`src/rtl/seg7_pkg.sv`:
```
// Shared types and helpers for the 7-segment display arbiter.
// A display value is four packed BCD digits.
package seg7_pkg;
  localparam int DIGITS = 4;

  typedef enum logic [1:0] {
    IDLE = 2'd0,
    HOLD = 2'd1,
    OPEN = 2'd2
  } state_t;

  function automatic logic bcd_valid(input logic [15:0] v);
    logic ok;
    ok = 1'b1;
    for (int d = 0; d < DIGITS; d++)
      if (v[4*d +: 4] > 4'd9) ok = 1'b0;
    return ok;
  endfunction
endpackage

```
`src/rtl/rr_picker.sv`:
```
// Combinational round-robin search: first set req bit scanning cyclically from
// start. With excl_cur the index just before start (the current owner) is skipped.
module rr_picker #(
  parameter int NUM_REQ = 3,
  parameter int IW      = $clog2(NUM_REQ)
) (
  input  logic [NUM_REQ-1:0] req,
  input  logic [IW-1:0]      start,
  input  logic               excl_cur,
  output logic               found,
  output logic [IW-1:0]      idx
);
  logic [IW-1:0] pos;

  always_comb begin
    found = 1'b0;
    idx   = '0;
    pos   = '0;
    for (int k = 0; k < NUM_REQ; k++) begin
      pos = IW'((int'(start) + k) % NUM_REQ);
      // The last slot of the scan is the current owner itself.
      if (!found && !(excl_cur && k == NUM_REQ - 1) && req[pos]) begin
        found = 1'b1;
        idx   = pos;
      end
    end
  end
endmodule

```
`src/rtl/seg7_display_arbiter.sv`:
```
// Round-robin owner of the shared 4-digit 7-segment display with a minimum
// dwell per grant; the owner's value is registered onto bits every cycle.
module seg7_display_arbiter
  import seg7_pkg::*;
#(
  parameter int NUM_REQ      = 3,
  parameter int DWELL_CYCLES = 50_000_000
) (
  input  logic                   clk,
  input  logic                   rst,
  input  logic [NUM_REQ-1:0]     req,
  input  logic [16*NUM_REQ-1:0]  value,
  output logic [NUM_REQ-1:0]     grant,
  output logic [15:0]            bits,
  output logic                   bcd_err
);
  localparam int IW = $clog2(NUM_REQ);
  localparam int CW = $clog2(DWELL_CYCLES) + 1;

  state_t          state, state_nx;
  logic [CW-1:0]   cnt, cnt_nx;
  logic [IW-1:0]   owner, owner_nx;
  logic [IW-1:0]   ptr;
  logic            found;
  logic [IW-1:0]   pick;
  logic [15:0]     bits_nx;
  logic [NUM_REQ-1:0] grant_nx;

  // ptr is always (last owner + 1), so one picker serves both IDLE and OPEN.
  rr_picker #(.NUM_REQ(NUM_REQ), .IW(IW)) u_pick (
    .req      (req),
    .start    (ptr),
    .excl_cur (state == OPEN),
    .found    (found),
    .idx      (pick)
  );

  always_comb begin
    state_nx = state;
    cnt_nx   = cnt;
    owner_nx = owner;
    case (state)
      IDLE: begin
        if (found) begin
          state_nx = HOLD;
          owner_nx = pick;
          cnt_nx   = '0;
        end
      end
      HOLD: begin
        cnt_nx = cnt + 1'b1;
        if (cnt == CW'(DWELL_CYCLES - 1)) state_nx = OPEN;
      end
      OPEN: begin
        if (found) begin
          state_nx = HOLD;
          owner_nx = pick;
          cnt_nx   = '0;
        end else if (!req[owner]) begin
          state_nx = IDLE;
        end
      end
      default: state_nx = IDLE;
    endcase
  end

  always_comb begin
    bits_nx  = '0;
    grant_nx = '0;
    for (int i = 0; i < NUM_REQ; i++) begin
      if (owner_nx == IW'(i)) begin
        bits_nx     = value[16*i +: 16];
        grant_nx[i] = 1'b1;
      end
    end
  end

  always_ff @(posedge clk) begin
    if (rst) begin
      state   <= IDLE;
      cnt     <= '0;
      owner   <= '0;
      ptr     <= '0;
      grant   <= '0;
      bits    <= '0;
      bcd_err <= 1'b0;
    end else begin
      state <= state_nx;
      cnt   <= cnt_nx;
      owner <= owner_nx;
      if (state_nx != IDLE) begin
        grant   <= grant_nx;
        bits    <= bits_nx;
        bcd_err <= !bcd_valid(bits_nx);
        ptr     <= (owner_nx == IW'(NUM_REQ - 1)) ? '0 : owner_nx + 1'b1;
      end else begin
        // Idle keeps the last displayed value and its error flag.
        grant <= '0;
      end
    end
  end
endmodule

```
`config.mk`:
```
export PLATFORM = sky130hd
export DESIGN_NAME = seg7_display_arbiter
export DESIGN_NICKNAME = d
export VERILOG_FILES = /design/src/rtl/seg7_pkg.sv /design/src/rtl/rr_picker.sv /design/src/rtl/seg7_display_arbiter.sv
export SDC_FILE = /design/constraint.sdc
export NUM_CORES = 1
export LEC_CHECK = 0
export ABC_CLOCK_PERIOD_IN_PS = 6000
export CAP_MARGIN = 20
export CORE_MARGIN = 5
export CORE_UTILIZATION = 53
export CTS_CLUSTER_DIAMETER = 50
export DETAILED_ROUTE_END_ITERATION = 8
export GPL_ROUTABILITY_DRIVEN = 0
export PLACE_DENSITY = 0.89
export REMOVE_ABC_BUFFERS = 1
export SLEW_MARGIN = 15
export SYNTH_ARGS = -nofsm -noshare
export SYNTH_HDL_FRONTEND = slang
export SYNTH_SLANG_ARGS = --single-unit
```
`constraint.sdc`:
```
create_clock -name clk -period 6 [get_ports clk]
set_input_delay 1.2 -clock clk [delete_from_list [all_inputs] [get_ports clk]]
set_output_delay 1.2 -clock clk [all_outputs]
set_load 0.03 [all_outputs]
```
### Yosys cells after proc, flatten, opt, wreduce, memory -nomap -nowiden

Index checks and enable logic that the tools add are counted.

| operators by class | value |
|---|---|
| add/sub/neg operators | 4 |
| multiply operators | 0 |
| div/mod/pow operators | 3 |
| magnitude comparators | 8 |
| equality and inequality tests | 6 |
| shift operators | 0 |
| muxes and demuxes | 36 |
| bitwise operators | 1 |
| reduce and logical (&&, ||, !) cells | 14 |

Operators by type and width:

| kind | count |
|---|---|
| 32-bit by 3-bit modulo with 32-bit output, second input constant | 2 |
| 27-bit case mux with 2 select lines | 1 |
| 16-bit 2-to-1 mux | 3 |
| 3-bit by 3-bit modulo with 32-bit output, second input constant | 1 |
| 27-bit by 1-bit adder with 27-bit output, second input constant | 1 |
| 27-bit by 26-bit == test with 1-bit output, second input constant | 1 |
| 27-bit 2-to-1 mux | 1 |
| 2-bit 2-to-1 mux | 10 |
| 4-bit greater-than comparator, second input constant | 4 |
| 1-bit 2-to-1 mux | 16 |
| 2-bit by 3-bit less-than comparator with 1-bit output, second input constant | 4 |
| 1-bit binary-select mux with 2-bit select | 4 |
| 2-bit case mux with 3 select lines | 1 |
| 2-bit by 1-bit == test with 1-bit output, second input constant | 2 |
| 2-bit == test, second input constant | 2 |
| 1-bit zero test | 4 |
| 2-bit zero test | 2 |
| 2-bit nonzero test | 2 |
| 2-bit OR reduction | 2 |
| 2-bit by 1-bit adder with 3-bit output, second input constant | 1 |
| 2-bit by 2-bit adder with 3-bit output, second input constant | 1 |
| 1-bit logical AND | 3 |
| 2-bit by 1-bit adder with 2-bit output, second input constant | 1 |
| 2-bit by 1-bit != test with 1-bit output, second input constant | 1 |
| 2 further kinds | 2 |

| word-level totals | value |
|---|---|
| bits in registers | 53 |
| bits in latches | 0 |
| memory bits (writable) | 0 |
| memory bits (read-only) | 0 |
| output and inout bits | 20 |
| word-level logic and storage cells | 79 |
| memories kept | 0 |

### Longest topological paths before layout

| depth | value |
|---|---|
| depth after elaboration | 25 |
| mapped depth | 13 |
| depth with buffers taken out | 10 |

### Hierarchy

Synthesis repeated with hierarchy kept, for this count alone.

| second synthesis, totals | value |
|---|---|
| cell total of the unflattened synthesis | 367 |
| area, all modules | 2969.1 um2 |

Modules (own cells, without submodules):

| module | instances | cells each | area an instance (um2) | seq. area each (um2) |
|---|---|---|---|---|
| seg7_display_arbiter | 1 | 341 | 2780.2 | 1061.0 |
| rr_picker | 1 | 26 | 188.9 | 0.0 |

### Worst setup path after synthesis

OpenSTA, ideal clock, no wires.

| timing path | value |
|---|---|
| path type | input-to-reg |
| start | input port req[2] |
| end | register bcd_err |
| arrival time | 3050 ps |
| required time | 5912 ps |
| setup slack | 2862 ps |
| stages | 8 |
| path buffers | 1 |
| cells stage by stage | a22o_1 -> a211o_1 -> a221oi_1 -> a31oi_4 -> buf_6 -> nor3b_1 -> or4_4 -> a311oi_2 |

| between the ends | value |
|---|---|
| cells in the longest elaborated chain, start to end | 24 |
| elaborated cells between the ends (all ways) | 43 |

Ends and longest elaborated chain:

| element | RTL line | RTL |
|---|---|---|
| start: declaration | seg7_display_arbiter.sv:11 | `input logic [NUM_REQ-1:0] req,` |
| 1-bit binary-select mux with 2-bit select | rr_picker.sv:22 | `if (!found && !(excl_cur && k == NUM_REQ - 1) && req[pos]) begin` |
| 1-bit 2-to-1 mux (not written as such) | rr_picker.sv:22 |  |
| 1-bit 2-to-1 mux | rr_picker.sv:22 |  |
| 1-bit zero test | rr_picker.sv:22 |  |
| 1-bit logical AND | rr_picker.sv:22 |  |
| 1-bit 2-to-1 mux | rr_picker.sv:22 |  |
| 1-bit zero test | rr_picker.sv:22 |  |
| 1-bit logical AND (2 in series) | rr_picker.sv:22 |  |
| [2 not listed] | - |  |
| 2-bit 2-to-1 mux | - |  |
| 2-bit zero test | seg7_display_arbiter.sv:71 | `if (owner_nx == IW'(i)) begin` |
| 16-bit 2-to-1 mux (3 in series) | seg7_display_arbiter.sv:71 |  |
| 4-bit greater-than comparator | seg7_pkg.sv:16 | `if (v[4*d +: 4] > 4'd9) ok = 1'b0;` |
| 1-bit 2-to-1 mux (4 in series) | seg7_pkg.sv:16 |  |
| 1-bit 2-to-1 mux | seg7_display_arbiter.sv:91 | `if (state_nx != IDLE) begin` |
| 1-bit 2-to-1 mux | seg7_display_arbiter.sv:79 | `if (rst) begin` |
| 1-bit zero test | seg7_display_arbiter.sv:94 | `bcd_err <= !bcd_valid(bits_nx);` |
| end signal: assignment | seg7_display_arbiter.sv:94 |  |
| end: declaration | seg7_display_arbiter.sv:15 | `output logic bcd_err` |

Parallel ways exist; a longest one is shown, timed or not. The select of a mux whose other input is x is not followed.
A chain may end at the register's enable or synchronous reset.

### Final worst setup path

Same ends and word-level chain as after synthesis.

==> impl_metrics.ini <==
[outcome]
run_status = complete, no violations

[worst_setup_path]
cp_slowest_stage_delay_ns = 0.89
reg2reg_setup_slack_ns = 2.29
worst_setup_path_startpoint = req[2]
crit_path_max_fanout = 30
path_buf_inv = 1
r2r-start = ptr[0]
crit_path_start_kind = input port
reg2regPathDepth = 9
critical_path.endpoint_type = register
path_delay_family = compound AO/OA/AOI/OAI gates
timing.rr.end = bcd_err
cp.arrival_ns = 4.50
critical_path.slowest_cell = sky130_fd_sc_hd__a31oi_4
worstPathCellList = clkdlybuf4s50_1, a22o_1, a211oi_1, o2111ai_1, a31oi_4, mux2i_1, or4_4, a311oi_2
cp_data_required_time_ns = 6.23
crit_type = input port to register

[synthesis]
synthesis.instances = 365
yosysWarningCount = 0
netlist.top_cell.by_area = sky130_fd_sc_hd__dfxtp_1
distinct_cell_type_count_of_the_synthesized_netlist = 52
synth.top_cells.by_area = sky130_fd_sc_hd__dfxtp_1 36%, sky130_fd_sc_hd__nor2_1 9.8%, sky130_fd_sc_hd__mux2i_1 6.9%
synthDominantCellAreaShare_pct = 36.3
synth.avg_cell_area_um2 = 8.00
async_flop_share_pct = 0
synthMostInstantiatedCell = sky130_fd_sc_hd__nor2_1
netlist_area_mm2 = 0.00292
yosys_most_used_dff = sky130_fd_sc_hd__dfxtp_1
synth.ff_latch_count = 53
netlist_top_cells_count = 76 x sky130_fd_sc_hd__nor2_1, 53 x sky130_fd_sc_hd__dfxtp_1, 30 x sky130_fd_sc_hd__a21oi_1, 26 x sky130_fd_sc_hd__nand2_1
share_of_synthesized_area_occupied_by_flip_flops_and_latches_pct = 36.3
synth_edf_count = 0

[floorplanning]
ios = 73
start_util_pct = 53.7
horizontal_die_dimension_um = 84.2
die_span_y_um = 84.2
die_footprint_mm2 = 0.00710
placeableCoreArea_mm2 = 0.00544
std_cell_rows = 27

[sta]
fmax_mhz = 234
final_max_slew_viol_count = 0
worstMarginPinSlew_ns = 1.06
final_critical_path_required_period_ns = 4.28
period_share_pct = 71.3
finalSetupViolations = 0
finalHoldViolations = 0
timing.setup.tns_ns = 0
finalClockSkew_ns = 0.0167
slew_headroom_pct = 29.6
rsz0062_at_grt = false

[hold_path]
hp-class = register to register
min-delay-start = ptr[0]
hold_end = ptr[0]
hold_path_depth = 1

[global_routing]
antenna_found_initial = 0
globalRouteTotalUtil_pct = 21.4
grt_remaining_overflow = 0
vias_in_the_first_global_route = 2868
grt_max_degree = 42
global_route_wire_length_before_repair_mm = 12.7

[layout]
drive_gt1_share_pct = 5.09
n_antenna_cell = 0
synthToLayoutAreaGrowth_pct = 29.1
number_of_nets_at_the_end_of_the_flow = 488
layout.core_utilization_pct = 69.3
num-fill-cells = 435
finish.cell_count_without_fillers = 504

[route]
routed_wirelength_mm = 7.72
routedLengthMet1_mm = 3.17
vias_per_cell = 5.87
dr.pass1.iters = 5
avgRoutedWirePerCell_um = 15.3
drt_iter0_drc = 174
drc = 0
wl_met3_um = 706
dr_wl_met2_mm = 3.67
number_of_nets_with_antenna_violations_after_routing = 0
maxUsedRoutingLayer = met4
via_count = 2959

[pwr]
power_frac_comb_pct = 59.5
seq_power_share_pct = 28.1
pwr_density_cell_mw_per_mm2 = 436
power_leakage_nw = 1.33
power_switching_w = 0.000745
vdd.ir_drop.worst_mv = 0.287
swShare_pct = 45.3
clkPwrFrac_pct = 12.3
internal-power_w = 0.000900

[cts]
clk-insertion-delay-late_ns = 0.32
cts_bufs_inserted = 5
numClockSinks = 53
cts-resized-gates = 0
cts_root_buf = sky130_fd_sc_hd__clkbuf_8
tritoncts = yes
clkSlewWorstSetupHoldPaths_ns = 0.11
post_cts_setup_driven_buffer_insertion_count = 0
ctsLongestPathBuffers = 2
ctsHoldBuffers = 0
ctsHtreeMaxLevel = 2

[placed_design]
port-buffer-count = 72
numPlacedInstances = 495
post-dp-hpwl_mm = 5.79

[flow_run]
drv.max_cap_violation_count = 0
==> metrics by stage <==
| stage | setup WS, ns | hold slack [ns] | instance area, um2 | power, W |
|---|---|---|---|---|
| after floorplan | 2.28 | 0.456 | 2820 | 0.00112 |
| after global placement | 1.57 | 0.471 | 3660 | 0.00139 |
| after detailed placement | 1.44 | 0.477 | 3660 | 0.00142 |
| after CTS | 1.76 | 0.500 | 3740 | 0.00162 |
| after global routing | 1.48 | 0.535 | 3770 | 0.00176 |
| final | 1.72 | 0.493 | 3770 | 0.00164 |
==> registers in the layout, indices dropped and copies added, names as in the netlist <==
register and cells:
bits 16, grant 3, ptr 2, state 2
cnt 27, owner 2, bcd_err 1
==> metal layers <==
layer,vias up,track usage (%)
met5,-,0
met4,0,8.19
met3,19,7.26
met2,108,36.6
met1,1377,24.6
li1,1455,-
==> power by group through the flow <==
| stage | clock network, W | registers (W) | logic (W) |
|---|---|---|---|
| after floorplan | 0 | 0.000562 | 0.000560 |
| after global placement | 0 | 0.000469 | 0.000923 |
| after detailed placement | 0 | 0.000470 | 0.000954 |
| after CTS | 0.000202 | 0.000463 | 0.000956 |
| after global routing | 0.000221 | 0.000471 | 0.00106 |
| final | 0.000203 | 0.000463 | 0.000979 |
==> layout by cell type (no fill, tap or decap), types with 3 or more instances in the layout <==
cell                              synthesis  final
sky130_fd_sc_hd__nor2_1                  76     76
sky130_fd_sc_hd__clkdlybuf4s50_1          0     72
sky130_fd_sc_hd__dfxtp_1                 53     53
sky130_fd_sc_hd__a21oi_1                 30     30
sky130_fd_sc_hd__nand2_1                 26     26
sky130_fd_sc_hd__mux2i_1                 20     20
sky130_fd_sc_hd__a211oi_1                20     20
sky130_fd_sc_hd__nand3_1                 19     19
sky130_fd_sc_hd__o21ai_0                  8      8
sky130_fd_sc_hd__xor2_1                   7      7
sky130_fd_sc_hd__inv_1                    6      6
sky130_fd_sc_hd__o211ai_1                 6      6
sky130_fd_sc_hd__nor3_1                   6      6
sky130_fd_sc_hd__nand4_1                  5      5
sky130_fd_sc_hd__xnor2_1                  5      5
sky130_fd_sc_hd__nor4_1                   5      5
sky130_fd_sc_hd__clkbuf_8                 0      5
sky130_fd_sc_hd__nand2b_1                 4      4
sky130_fd_sc_hd__or3_1                    4      4
sky130_fd_sc_hd__ha_1                     4      4
sky130_fd_sc_hd__o22ai_1                  3      3
sky130_fd_sc_hd__a31oi_1                  3      3
sky130_fd_sc_hd__o2111ai_1                3      3
sky130_fd_sc_hd__buf_4                    0      3
==> cell type report <==
class	instances	area [um2]	share of cell area, %
Multi-Input combinational cell	289	1740	46.2
Sequential cell	53	1060	28.1
Timing Repair Buffer	76	771	20.4
Tap cell	72	90.1	2.39
Clock buffer	5	68.8	1.82
Inverter	6	22.5	0.597
Clock inverter	3	17.5	0.464
==> worst max path at each step <==
stage          endpoint  slack [ns]  depth (start not counted)
2_1_floorplan   bcd_err        2.28                          7
3_3_place_gp    bcd_err        1.57                          8
3_5_place_dp    bcd_err        1.44                          8
4_1_cts         bcd_err        1.76                          8
5_1_grt         bcd_err        1.48                          8
6_report        bcd_err        1.72                          8
==> logic make-up after synthesis <==
group | after synthesis | synth area share [%]
flops | 53 | 36.3
fa+ha+maj | 4 | 1.71
simple gates | 162 | 25.9
compound gates | 90 | 21.1
buf+inv | 23 | 4.11
xor+xnor | 12 | 3.60
mux | 21 | 7.24
(Power assumes the default switching activity.)
